File: src/rtl/rgb_mem_sequencer_if.sv
// Request, bank-port and response signals of the RGB memory sequencer.
// The sequencer uses the master modport; the pipeline/bank side uses slave.
interface rgb_mem_sequencer_if #(
    parameter int ADDR_W = 16
);
    logic              req_valid;
    logic              req_we;
    logic [1:0]        req_rgb;
    logic [ADDR_W-1:0] req_addr;
    logic [23:0]       req_wdata;
    logic              stall;
    logic              mem_en;
    logic              mem_we;
    logic [1:0]        mem_bank;
    logic [ADDR_W-1:0] mem_addr;
    logic [7:0]        mem_wdata;
    logic [7:0]        mem_rdata;
    logic              rsp_valid;
    logic [23:0]       rsp_rdata;

    modport master (
        input  req_valid, req_we, req_rgb, req_addr, req_wdata, mem_rdata,
        output stall, mem_en, mem_we, mem_bank, mem_addr, mem_wdata, rsp_valid, rsp_rdata
    );

    modport slave (
        output req_valid, req_we, req_rgb, req_addr, req_wdata, mem_rdata,
        input  stall, mem_en, mem_we, mem_bank, mem_addr, mem_wdata, rsp_valid, rsp_rdata
    );
endinterface

File: src/rtl/rgb_mem_sequencer.sv
// Serialises RGB load/store instructions onto a shared 8-bit bank port, stalling the pipeline meanwhile.
// Define RGB_SEQ_ABORT_EN to add the abort input that cancels an access in flight.
//
//   state | meaning
//   IDLE  | waiting for req_valid; request latched on acceptance
//   ISSUE | one bank strobe for the current channel
//   WAIT  | MEM_LAT cycles for read data, captured on the last one
//   DONE  | rsp_valid pulse, pipeline released
module rgb_mem_sequencer #(
    parameter int ADDR_W  = 16,
    parameter int MEM_LAT = 1
) (
    input  logic clk,
    input  logic rst,
`ifdef RGB_SEQ_ABORT_EN
    input  logic abort,
`endif
    rgb_mem_sequencer_if.master bus
);
    typedef enum logic [1:0] {IDLE, ISSUE, WAIT, DONE} state_t;

    localparam logic [2:0] LAT_M1 = 3'(MEM_LAT - 1);

    state_t            state, state_nx;
    logic              we_q;
    logic [1:0]        rgb_q;
    logic [1:0]        chan_q;
    logic [ADDR_W-1:0] addr_q;
    logic [23:0]       wdata_q;
    logic [23:0]       asm_q;
    logic [23:0]       rsp_q;
    logic [2:0]        cnt_q;

    logic              abort_in;
    logic              busy;
    logic              abort_now;
    logic              last_chan;
    logic              wait_tc;
    logic              issue_go;
    logic [7:0]        issue_byte;
    logic [23:0]       rd_asm;

`ifdef RGB_SEQ_ABORT_EN
    assign abort_in = abort;
`else
    assign abort_in = 1'b0;
`endif

    assign busy      = (state == ISSUE) || (state == WAIT);
    assign abort_now = abort_in && busy;
    assign last_chan = (rgb_q != 2'b11) || (chan_q == 2'd2);
    assign wait_tc   = (cnt_q == 3'd0);
    assign issue_go  = (state == ISSUE) && !rst && !abort_now;

    always_comb begin
        state_nx = state;
        case (state)
            IDLE:    if (bus.req_valid) state_nx = ISSUE;
            ISSUE:   state_nx = we_q ? (last_chan ? DONE : ISSUE) : WAIT;
            WAIT:    if (wait_tc) state_nx = last_chan ? DONE : ISSUE;
            DONE:    state_nx = IDLE;
            default: state_nx = IDLE;
        endcase
        if (abort_now) state_nx = IDLE;
    end

    // Lane placement: all-colour accesses use the channel's byte, single-colour uses [7:0].
    always_comb begin
        issue_byte = wdata_q[7:0];
        rd_asm     = asm_q;
        if (rgb_q == 2'b11) begin
            case (chan_q)
                2'd0:    begin issue_byte = wdata_q[23:16]; rd_asm[23:16] = bus.mem_rdata; end
                2'd1:    begin issue_byte = wdata_q[15:8];  rd_asm[15:8]  = bus.mem_rdata; end
                default: begin issue_byte = wdata_q[7:0];   rd_asm[7:0]   = bus.mem_rdata; end
            endcase
        end else begin
            rd_asm[7:0] = bus.mem_rdata;
        end
    end

    always_comb begin
        bus.mem_en    = issue_go;
        bus.mem_we    = issue_go && we_q;
        bus.mem_bank  = 2'd0;
        bus.mem_addr  = '0;
        bus.mem_wdata = 8'd0;
        if (issue_go) begin
            bus.mem_bank = chan_q;
            bus.mem_addr = addr_q;
            if (we_q) bus.mem_wdata = issue_byte;
        end
        bus.stall     = !rst && ((state == IDLE) ? bus.req_valid : busy);
        bus.rsp_valid = !rst && (state == DONE);
        bus.rsp_rdata = rsp_q;
    end

    always_ff @(posedge clk) begin
        if (rst) begin
            state   <= IDLE;
            we_q    <= 1'b0;
            rgb_q   <= 2'd0;
            chan_q  <= 2'd0;
            addr_q  <= '0;
            wdata_q <= 24'd0;
            asm_q   <= 24'd0;
            rsp_q   <= 24'd0;
            cnt_q   <= 3'd0;
        end else begin
            state <= state_nx;
            case (state)
                IDLE: begin
                    if (bus.req_valid) begin
                        we_q    <= bus.req_we;
                        rgb_q   <= bus.req_rgb;
                        addr_q  <= bus.req_addr;
                        wdata_q <= bus.req_wdata;
                        asm_q   <= 24'd0;
                        chan_q  <= (bus.req_rgb == 2'b11) ? 2'd0 : bus.req_rgb;
                    end
                end
                ISSUE: begin
                    if (!abort_now) begin
                        if (!we_q) begin
                            cnt_q <= LAT_M1;
                        end else if (last_chan) begin
                            rsp_q <= 24'd0;
                        end else begin
                            chan_q <= chan_q + 2'd1;
                        end
                    end
                end
                WAIT: begin
                    if (!abort_now) begin
                        if (!wait_tc) begin
                            cnt_q <= cnt_q - 3'd1;
                        end else begin
                            asm_q <= rd_asm;
                            if (last_chan) rsp_q <= rd_asm;
                            else           chan_q <= chan_q + 2'd1;
                        end
                    end
                end
                default: ;
            endcase
        end
    end
endmodule

File: src/flat_wrapper.sv
// flat-port wrapper written by rule: the top's interface ports become plain ports
module rgb_mem_sequencer_flat 
#(
    parameter int ADDR_W  = 16,
    parameter int MEM_LAT = 1
)
  (clk, rst, bus_req_valid, bus_req_we, bus_req_rgb, bus_req_addr, bus_req_wdata, bus_mem_rdata, bus_stall, bus_mem_en, bus_mem_we, bus_mem_bank, bus_mem_addr, bus_mem_wdata, bus_rsp_valid, bus_rsp_rdata);
  rgb_mem_sequencer_if #(.ADDR_W(ADDR_W)) bus_i ();
  input  logic clk;
  input  logic rst;
  input wire logic [$bits(bus_i.req_valid)-1:0] bus_req_valid;
  input wire logic [$bits(bus_i.req_we)-1:0] bus_req_we;
  input wire logic [$bits(bus_i.req_rgb)-1:0] bus_req_rgb;
  input wire logic [$bits(bus_i.req_addr)-1:0] bus_req_addr;
  input wire logic [$bits(bus_i.req_wdata)-1:0] bus_req_wdata;
  input wire logic [$bits(bus_i.mem_rdata)-1:0] bus_mem_rdata;
  output wire logic [$bits(bus_i.stall)-1:0] bus_stall;
  output wire logic [$bits(bus_i.mem_en)-1:0] bus_mem_en;
  output wire logic [$bits(bus_i.mem_we)-1:0] bus_mem_we;
  output wire logic [$bits(bus_i.mem_bank)-1:0] bus_mem_bank;
  output wire logic [$bits(bus_i.mem_addr)-1:0] bus_mem_addr;
  output wire logic [$bits(bus_i.mem_wdata)-1:0] bus_mem_wdata;
  output wire logic [$bits(bus_i.rsp_valid)-1:0] bus_rsp_valid;
  output wire logic [$bits(bus_i.rsp_rdata)-1:0] bus_rsp_rdata;
  assign bus_i.req_valid = bus_req_valid;
  assign bus_i.req_we = bus_req_we;
  assign bus_i.req_rgb = bus_req_rgb;
  assign bus_i.req_addr = bus_req_addr;
  assign bus_i.req_wdata = bus_req_wdata;
  assign bus_i.mem_rdata = bus_mem_rdata;
  assign bus_stall = bus_i.stall;
  assign bus_mem_en = bus_i.mem_en;
  assign bus_mem_we = bus_i.mem_we;
  assign bus_mem_bank = bus_i.mem_bank;
  assign bus_mem_addr = bus_i.mem_addr;
  assign bus_mem_wdata = bus_i.mem_wdata;
  assign bus_rsp_valid = bus_i.rsp_valid;
  assign bus_rsp_rdata = bus_i.rsp_rdata;
  rgb_mem_sequencer #(.ADDR_W(ADDR_W), .MEM_LAT(MEM_LAT)) u_core (.clk(clk), .rst(rst), .bus(bus_i));
endmodule
File: config.mk
export PLATFORM = sky130hd
export DESIGN_NAME = rgb_mem_sequencer_flat
export DESIGN_NICKNAME = d
export VERILOG_FILES = /design/src/rtl/rgb_mem_sequencer_if.sv /design/src/rtl/rgb_mem_sequencer.sv /design/src/flat_wrapper.sv
export SDC_FILE = /design/constraint.sdc
export NUM_CORES = 1
export LEC_CHECK = 0
export CELL_PAD_IN_SITES_DETAIL_PLACEMENT = 1
export CELL_PAD_IN_SITES_GLOBAL_PLACEMENT = 1
export CORE_AREA = 2 2 111 113
export CTS_CLUSTER_DIAMETER = 200
export DETAILED_ROUTE_END_ITERATION = 12
export DIE_AREA = 0 0 113 115
export GPL_TIMING_DRIVEN = 0
export PLACE_DENSITY = 0.94
export SYNTH_ARGS = -nofsm -noshare
export SYNTH_HDL_FRONTEND = slang
export SYNTH_SLANG_ARGS = --single-unit
File: constraint.sdc
create_clock -name clk -period 4 [get_ports clk]
set_input_delay 0.6 -clock clk [delete_from_list [all_inputs] [get_ports clk]]
set_output_delay 0.6 -clock clk [all_outputs]
set_load 0.02 [all_outputs]
# --- Word-level counts from Yosys, hierarchy flattened ---
# Index checks and enable logic that the tools add are counted.
# Widths: inputs -> output; s select.
totals:
  input_bits: 54
  wordCells: 80
  reg_bits: 98
op_classes:
  muxes: 34
  eq_ne: 15
  n_reduce_logical: 20
  addsub: 2
ops:
  columns: ["cell", "n"]
  rows:
  - ["$mux 24", 6]
  - ["$pmux 24 s2", 2]
  - ["$mux 8", 7]
  - ["$mux 16", 2]
  - ["$mux 2", 10]
  - ["$pmux 8 s2", 1]
  - ["$eq 2x2->1 const B", 5]
  - ["$ne 2x1->1 const B", 4]
  - ["$ne 2x2->1 const B", 4]
  - ["$pmux 2 s4", 1]
  - ["$mux 3", 2]
  - ["$pmux 2 s3", 1]
  - ["$pmux 3 s2", 1]
  - ["$reduce_and 3->1", 2]
  - ["$reduce_and 5->1", 1]
  - ["$eq 2x1->1 const B", 2]
  - ["$logic_and 1x1->1", 4]
  - ["$logic_not 2->1", 2]
  - ["$reduce_and 2->1", 2]
  - ["$reduce_and 4->1", 1]
  - ["$reduce_bool 2->1", 2]
  - ["$logic_not 3->1", 1]
  - ["$reduce_bool 3->1", 1]
  - ["$sub 3x1->3 const B", 1]
  - ["other kinds (5)", 6]

# --- Longest topological paths before layout ---
# Gate-level depths: netlist of the first run.
depth:
  ltp_word: 7
  depth_mapped: 9
  ltp_nobuf: 6

# --- Worst setup path after synthesis of the first run ---
# OpenSTA, ideal clock, no wires.
synth_timing:
  path_type: "register to output"
  from: "register u_core.chan_q[0]"
  to: "output bus_mem_wdata[0]"
  t_arrival_ps: 1585
  required_ps: 3400
  stages_incl_launch_ff: 6
  n_path_buf: 0
  path_slack_ps: 1815
  cell_sequence: "dfxtp_1 inv_1 ha_1 o211ai_1 a222oi_1 nor2_1"
synth_between:
  elab_chain_len: 5
  word_cells_on_any_way: 6
  cone_classes: "eq/ne: 1; mux: 4; reduce/logical: 1"
synth_rtl:
  columns: ["element", "line_no", "source"]
  rows:
  - ["start: declaration", "rgb_mem_sequencer.sv:27", "logic [1:0] chan_q;"]
  - ["start signal: assignment", "rgb_mem_sequencer.sv:119", "chan_q <= (bus.req_rgb == 2'b11) ? 2'd0 : bus.req_rgb;"]
  - ["start signal: assignment", "rgb_mem_sequencer.sv:129", "chan_q <= chan_q + 2'd1;"]
  - ["start signal: assignment", "rgb_mem_sequencer.sv:140", "else chan_q <= chan_q + 2'd1;"]
  - ["$eq 2x1->1 or $logic_not 2->1 (tied branches)", "rgb_mem_sequencer.sv:72", "case (chan_q)"]
  - ["$pmux 8 s2 *", "rgb_mem_sequencer.sv:72", null]
  - ["$mux 8 *", "rgb_mem_sequencer.sv:71", "if (rgb_q == 2'b11) begin"]
  - ["$mux 8 *", "rgb_mem_sequencer.sv:91", "if (we_q) bus.mem_wdata = issue_byte;"]
  - ["$mux 8 *", "rgb_mem_sequencer.sv:88", "if (issue_go) begin"]
  - ["end: declaration", "flat_wrapper.sv:22", "output wire logic [$bits(bus_i.mem_wdata)-1:0] bus_mem_wdata;"]
# Mark *: on every way between the ends. The rest lies on a longest branch, timed or not.

# --- Worst setup path in the final report of the first run ---
layout_timing:
  from: "register u_core.chan_q[1]"
  to: "output bus_mem_wdata[7]"
# The elaborated chain is that of the path after synthesis.

==> run_results.csv, run 1 <==
group,metric,value,unit
setup_path,start_kind,"flip-flop",
sta,period_minus_slack,3550,ps
setup_path,cp.required,3400,ps
cts,clock-root-buffer,"clkbuf_16",
job,drv_cap,0,
sta,setup_viol,0,
cells_and_area,nets,771,
setup_path,path_cells,"inv_1 -> ha_1 -> o211ai_1 -> a222oi_1 -> nor2_1 -> clkdlybuf4s50_1",
cells_and_area,syn2layout_area_growth,34.6,%
status,violations,"design-rule violations",
die,ioPinCount,108,
min_path,hp-class,"reg -> reg",
setup_path,path_class,"reg -> out",
logic_synthesis,ys_seq_area_share,43.2,%
global_routing,grt_pass1_vias,5094,
placement,portBuffers,107,
route,viasPerCell,5.57,
die,core.rowCount,40,
logic_synthesis,yosysTopAreaCellShare,43.2,%
logic_synthesis,synth_edf_count,0,
cts,clk_latency,350,ps
power,pwr_density_cell,469,nW/um2
sta,slew_violations,0,
sta,timing.fmax,282,MHz
sta,relSlewSlack,38.6,%
sta,fin_crit_sh,88.6,%
route,drtAntennaViolNets,0,
logic_synthesis,synth-async-reset-ratio,0,%
logic_synthesis,synth_area_leaders,"dfxtp_1 43%, nand2_1 14%, a21oi_1 11%",
placement,dpl.hpwl,11400,um
logic_synthesis,synth_compound_area_share,18.7,%
cts,postCtsSetupRepairBufs,0,
cells_and_area,design_area,6120,um2
route,drc,5,
logic_synthesis,syn_avg_cell_area,7.72,um2
logic_synthesis,synthMuxAreaShare,5.28,%
placement,gp_congestion,0.856,
cts,cts_tree,"yes",
route,drtPass1Iterations,10,
setup_path,cpMaxStageDelayCell,"o211ai_1",
sta,tightest_slew,917,ps
logic_synthesis,yosysWarnings,0,
power,p_clk_share,32.1,%
power,power,2.87,mW
sta,hold_violations,0,
sta,fin_skew,6.39,ps
cts,cts_resized,0,
logic_synthesis,synthAdderAreaFrac,2.75,%
power,seqPwrFrac,38.5,%
setup_path,cp_data_arrival_time,2950,ps
route,wl_per_cell,19.0,um
logic_synthesis,synth.cell_area,4550,um2
sta,setup_ws,455,ps
cts,cts_buffer_depth,2,
power,vdd_drop_max,0.000241,V
cts,cts.sinks,98,
logic_synthesis,synth_top_family_by_area,"simple AND/OR/NAND/NOR gates",
placement,dp_worst_setup_slack,694,ps
cells_and_area,final_cell_mix,"174 x nand2_1, 107 x clkdlybuf4s50_1, 98 x dfxtp_1, 97 x a21oi_1, 27 x o21ai_0",
logic_synthesis,synthesis.nets,653,
cells_and_area,num_antenna_cells,0,
power,leakage,2.22,nW
setup_path,end_kind,"output port",
setup_path,crit_path_max_fanout,9,
die,coreArea,11800,um2
setup_path,slowest_delay,760,ps
sta,rsz0062_at_grt,"no",
route,drt-initial-drc-count,309,
placement,postPlaceCellArea,5800,um2
logic_synthesis,synth-xor-area-share,0,%
global_routing,antenna_found_initial,0,
global_routing,grt_max_degree,15,
global_routing,grt_use_total,25.4,%
cts,clk_pin_slew,70,ps
cells_and_area,final_layout_size_suffix_gt1_share,6.18,%
logic_synthesis,syn_inst,589,
power,switching_share,34.2,%
setup_path,cp.buffers_inverters,2,
cts,cts_max_level,3,
cells_and_area,mostFrequentLayoutCell,"nand2_1",
logic_synthesis,synth-simple-area-share,24.6,%
power,p_int,1.89,mW
power,power_frac_comb,29.4,%
global_routing,grt_pass1_wl,26100,um
cells_and_area,n_fill_cell,1453,
sta,tns,0,ps
cts,holdBufCountCts,0,
die,dieArea,13000,um2
status,status,"complete, but fails checks",
die,die_w,113,um
route,drt_wl_total,16300,um
power,p_switching,983,uW
global_routing,gr-total-overflow,0,
route,vias,4787,
setup_path,cpLargestDelayFamily,"compound AO/OA/AOI/OAI gates",
die,initial_core_util,38.5,%
logic_synthesis,ys_ff_latch,98,
logic_synthesis,synth.distinct_cells,41,
die,dieHeight,115,um
logic_synthesis,synthFlopType,"dfxtp_1",
cts,cts_buffers,9,
logic_synthesis,yosysTopAreaCell,"dfxtp_1",
worst min-delay path: cells and delay by family, from the launching register on:
family | cells | cell delay [ps]
AO/OA/AOI/OAI | 1 | 50
flip-flops | 1 | 310
AND/OR/NAND/NOR | 1 | 50
flip-flops by register name (all words and copies together), names as in the netlist:
| name | count |
|---|---|
| u_core.asm_q | 24 |
| u_core.bus.rsp_rdata | 24 |
| u_core.wdata_q | 24 |
| u_core.addr_q | 16 |
| u_core.cnt_q | 3 |
| u_core.chan_q | 2 |
| u_core.rgb_q | 2 |
| u_core.state | 2 |
| u_core.we_q | 1 |
path summary, 6_finish.rpt:
kind                       endpoint  cells past startpoint         startpoint  slack [ps]
hold reg to reg   u_core.addr_q[10]                      2  u_core.addr_q[10]         460
setup reg to reg    u_core.asm_q[7]                      6   u_core.chan_q[1]        1660
hold / removal    u_core.addr_q[10]                      2  u_core.addr_q[10]         460
setup / recovery   bus_mem_wdata[7]                      6   u_core.chan_q[1]         450
cells by family after synthesis:
family	count (synthesis)
AND/OR/NAND/NOR	255
buffers and inverters	55
AO/OA/AOI/OAI	147
adder cells (fa/ha/maj)	10
multiplexers	24
flip-flops	98
metrics by stage:
stage	cells	hold WS [ps]	utilization, %
floorplan	589	432	-
global placement	843	437	49.1
detailed placement	843	447	49.1
CTS	859	456	51.8
global route	859	483	51.8
finish	859	456	51.8
power by group through the flow:
stage,Sequential [mW],Clock [mW],Combinational [mW]
6_report,1.11,0.923,0.843
5_1_grt,1.11,0.971,0.920
4_1_cts,1.10,0.935,0.832
3_5_place_dp,1.13,0,0.812
3_3_place_gp,1.12,0,0.772
2_1_floorplan,1.11,0,0.528
synth_stat cells, types with 2 or more instances:
cell type and count:
nand2_1 174, and3_1 4, a21o_1 2, nand3_1 26, a21oi_1 97, nand2b_1 3, ha_1 10, inv_1 8
mux2i_1 24, a222oi_1 8, nor2b_1 3, dfxtp_1 98, o21ai_0 27, nor2_1 14, o211ai_1 2, clkbuf_2 2
and3b_1 2, buf_2 17, clkbuf_1 24, buf_4 3, nor3b_1 2, and2_1 20
layout make-up:
cell class | count | area (um2) | area share, %
inverters | 8 | 30.0 | 0.491
repair buffers | 107 | 1070 | 17.5
multi-input cells | 436 | 2330 | 38.2
well taps | 147 | 184 | 3.01
clock inverters | 1 | 30.0 | 0.491
clock buffers | 15 | 288 | 4.70
plain buffers | 47 | 219 | 3.58
flip-flops and latches | 98 | 1960 | 32.1
routing by layer:
metal  track usage, %  share of wire [%]  up-vias
li1                 -                  -     2228
met1             28.7                 39     2319
met2             45.6                 51      184
met3             4.32                5.0       56
met4             14.1                4.5        0
met5                0                  0        -
Power figures use the tool's default switching activity.
==> inputs of run 2 (changes only) <==
Settings changed: SLEW_MARGIN set to 20.
==> results of run 2 <==
Final layout, timing and power as in run 1 (identical DEF).
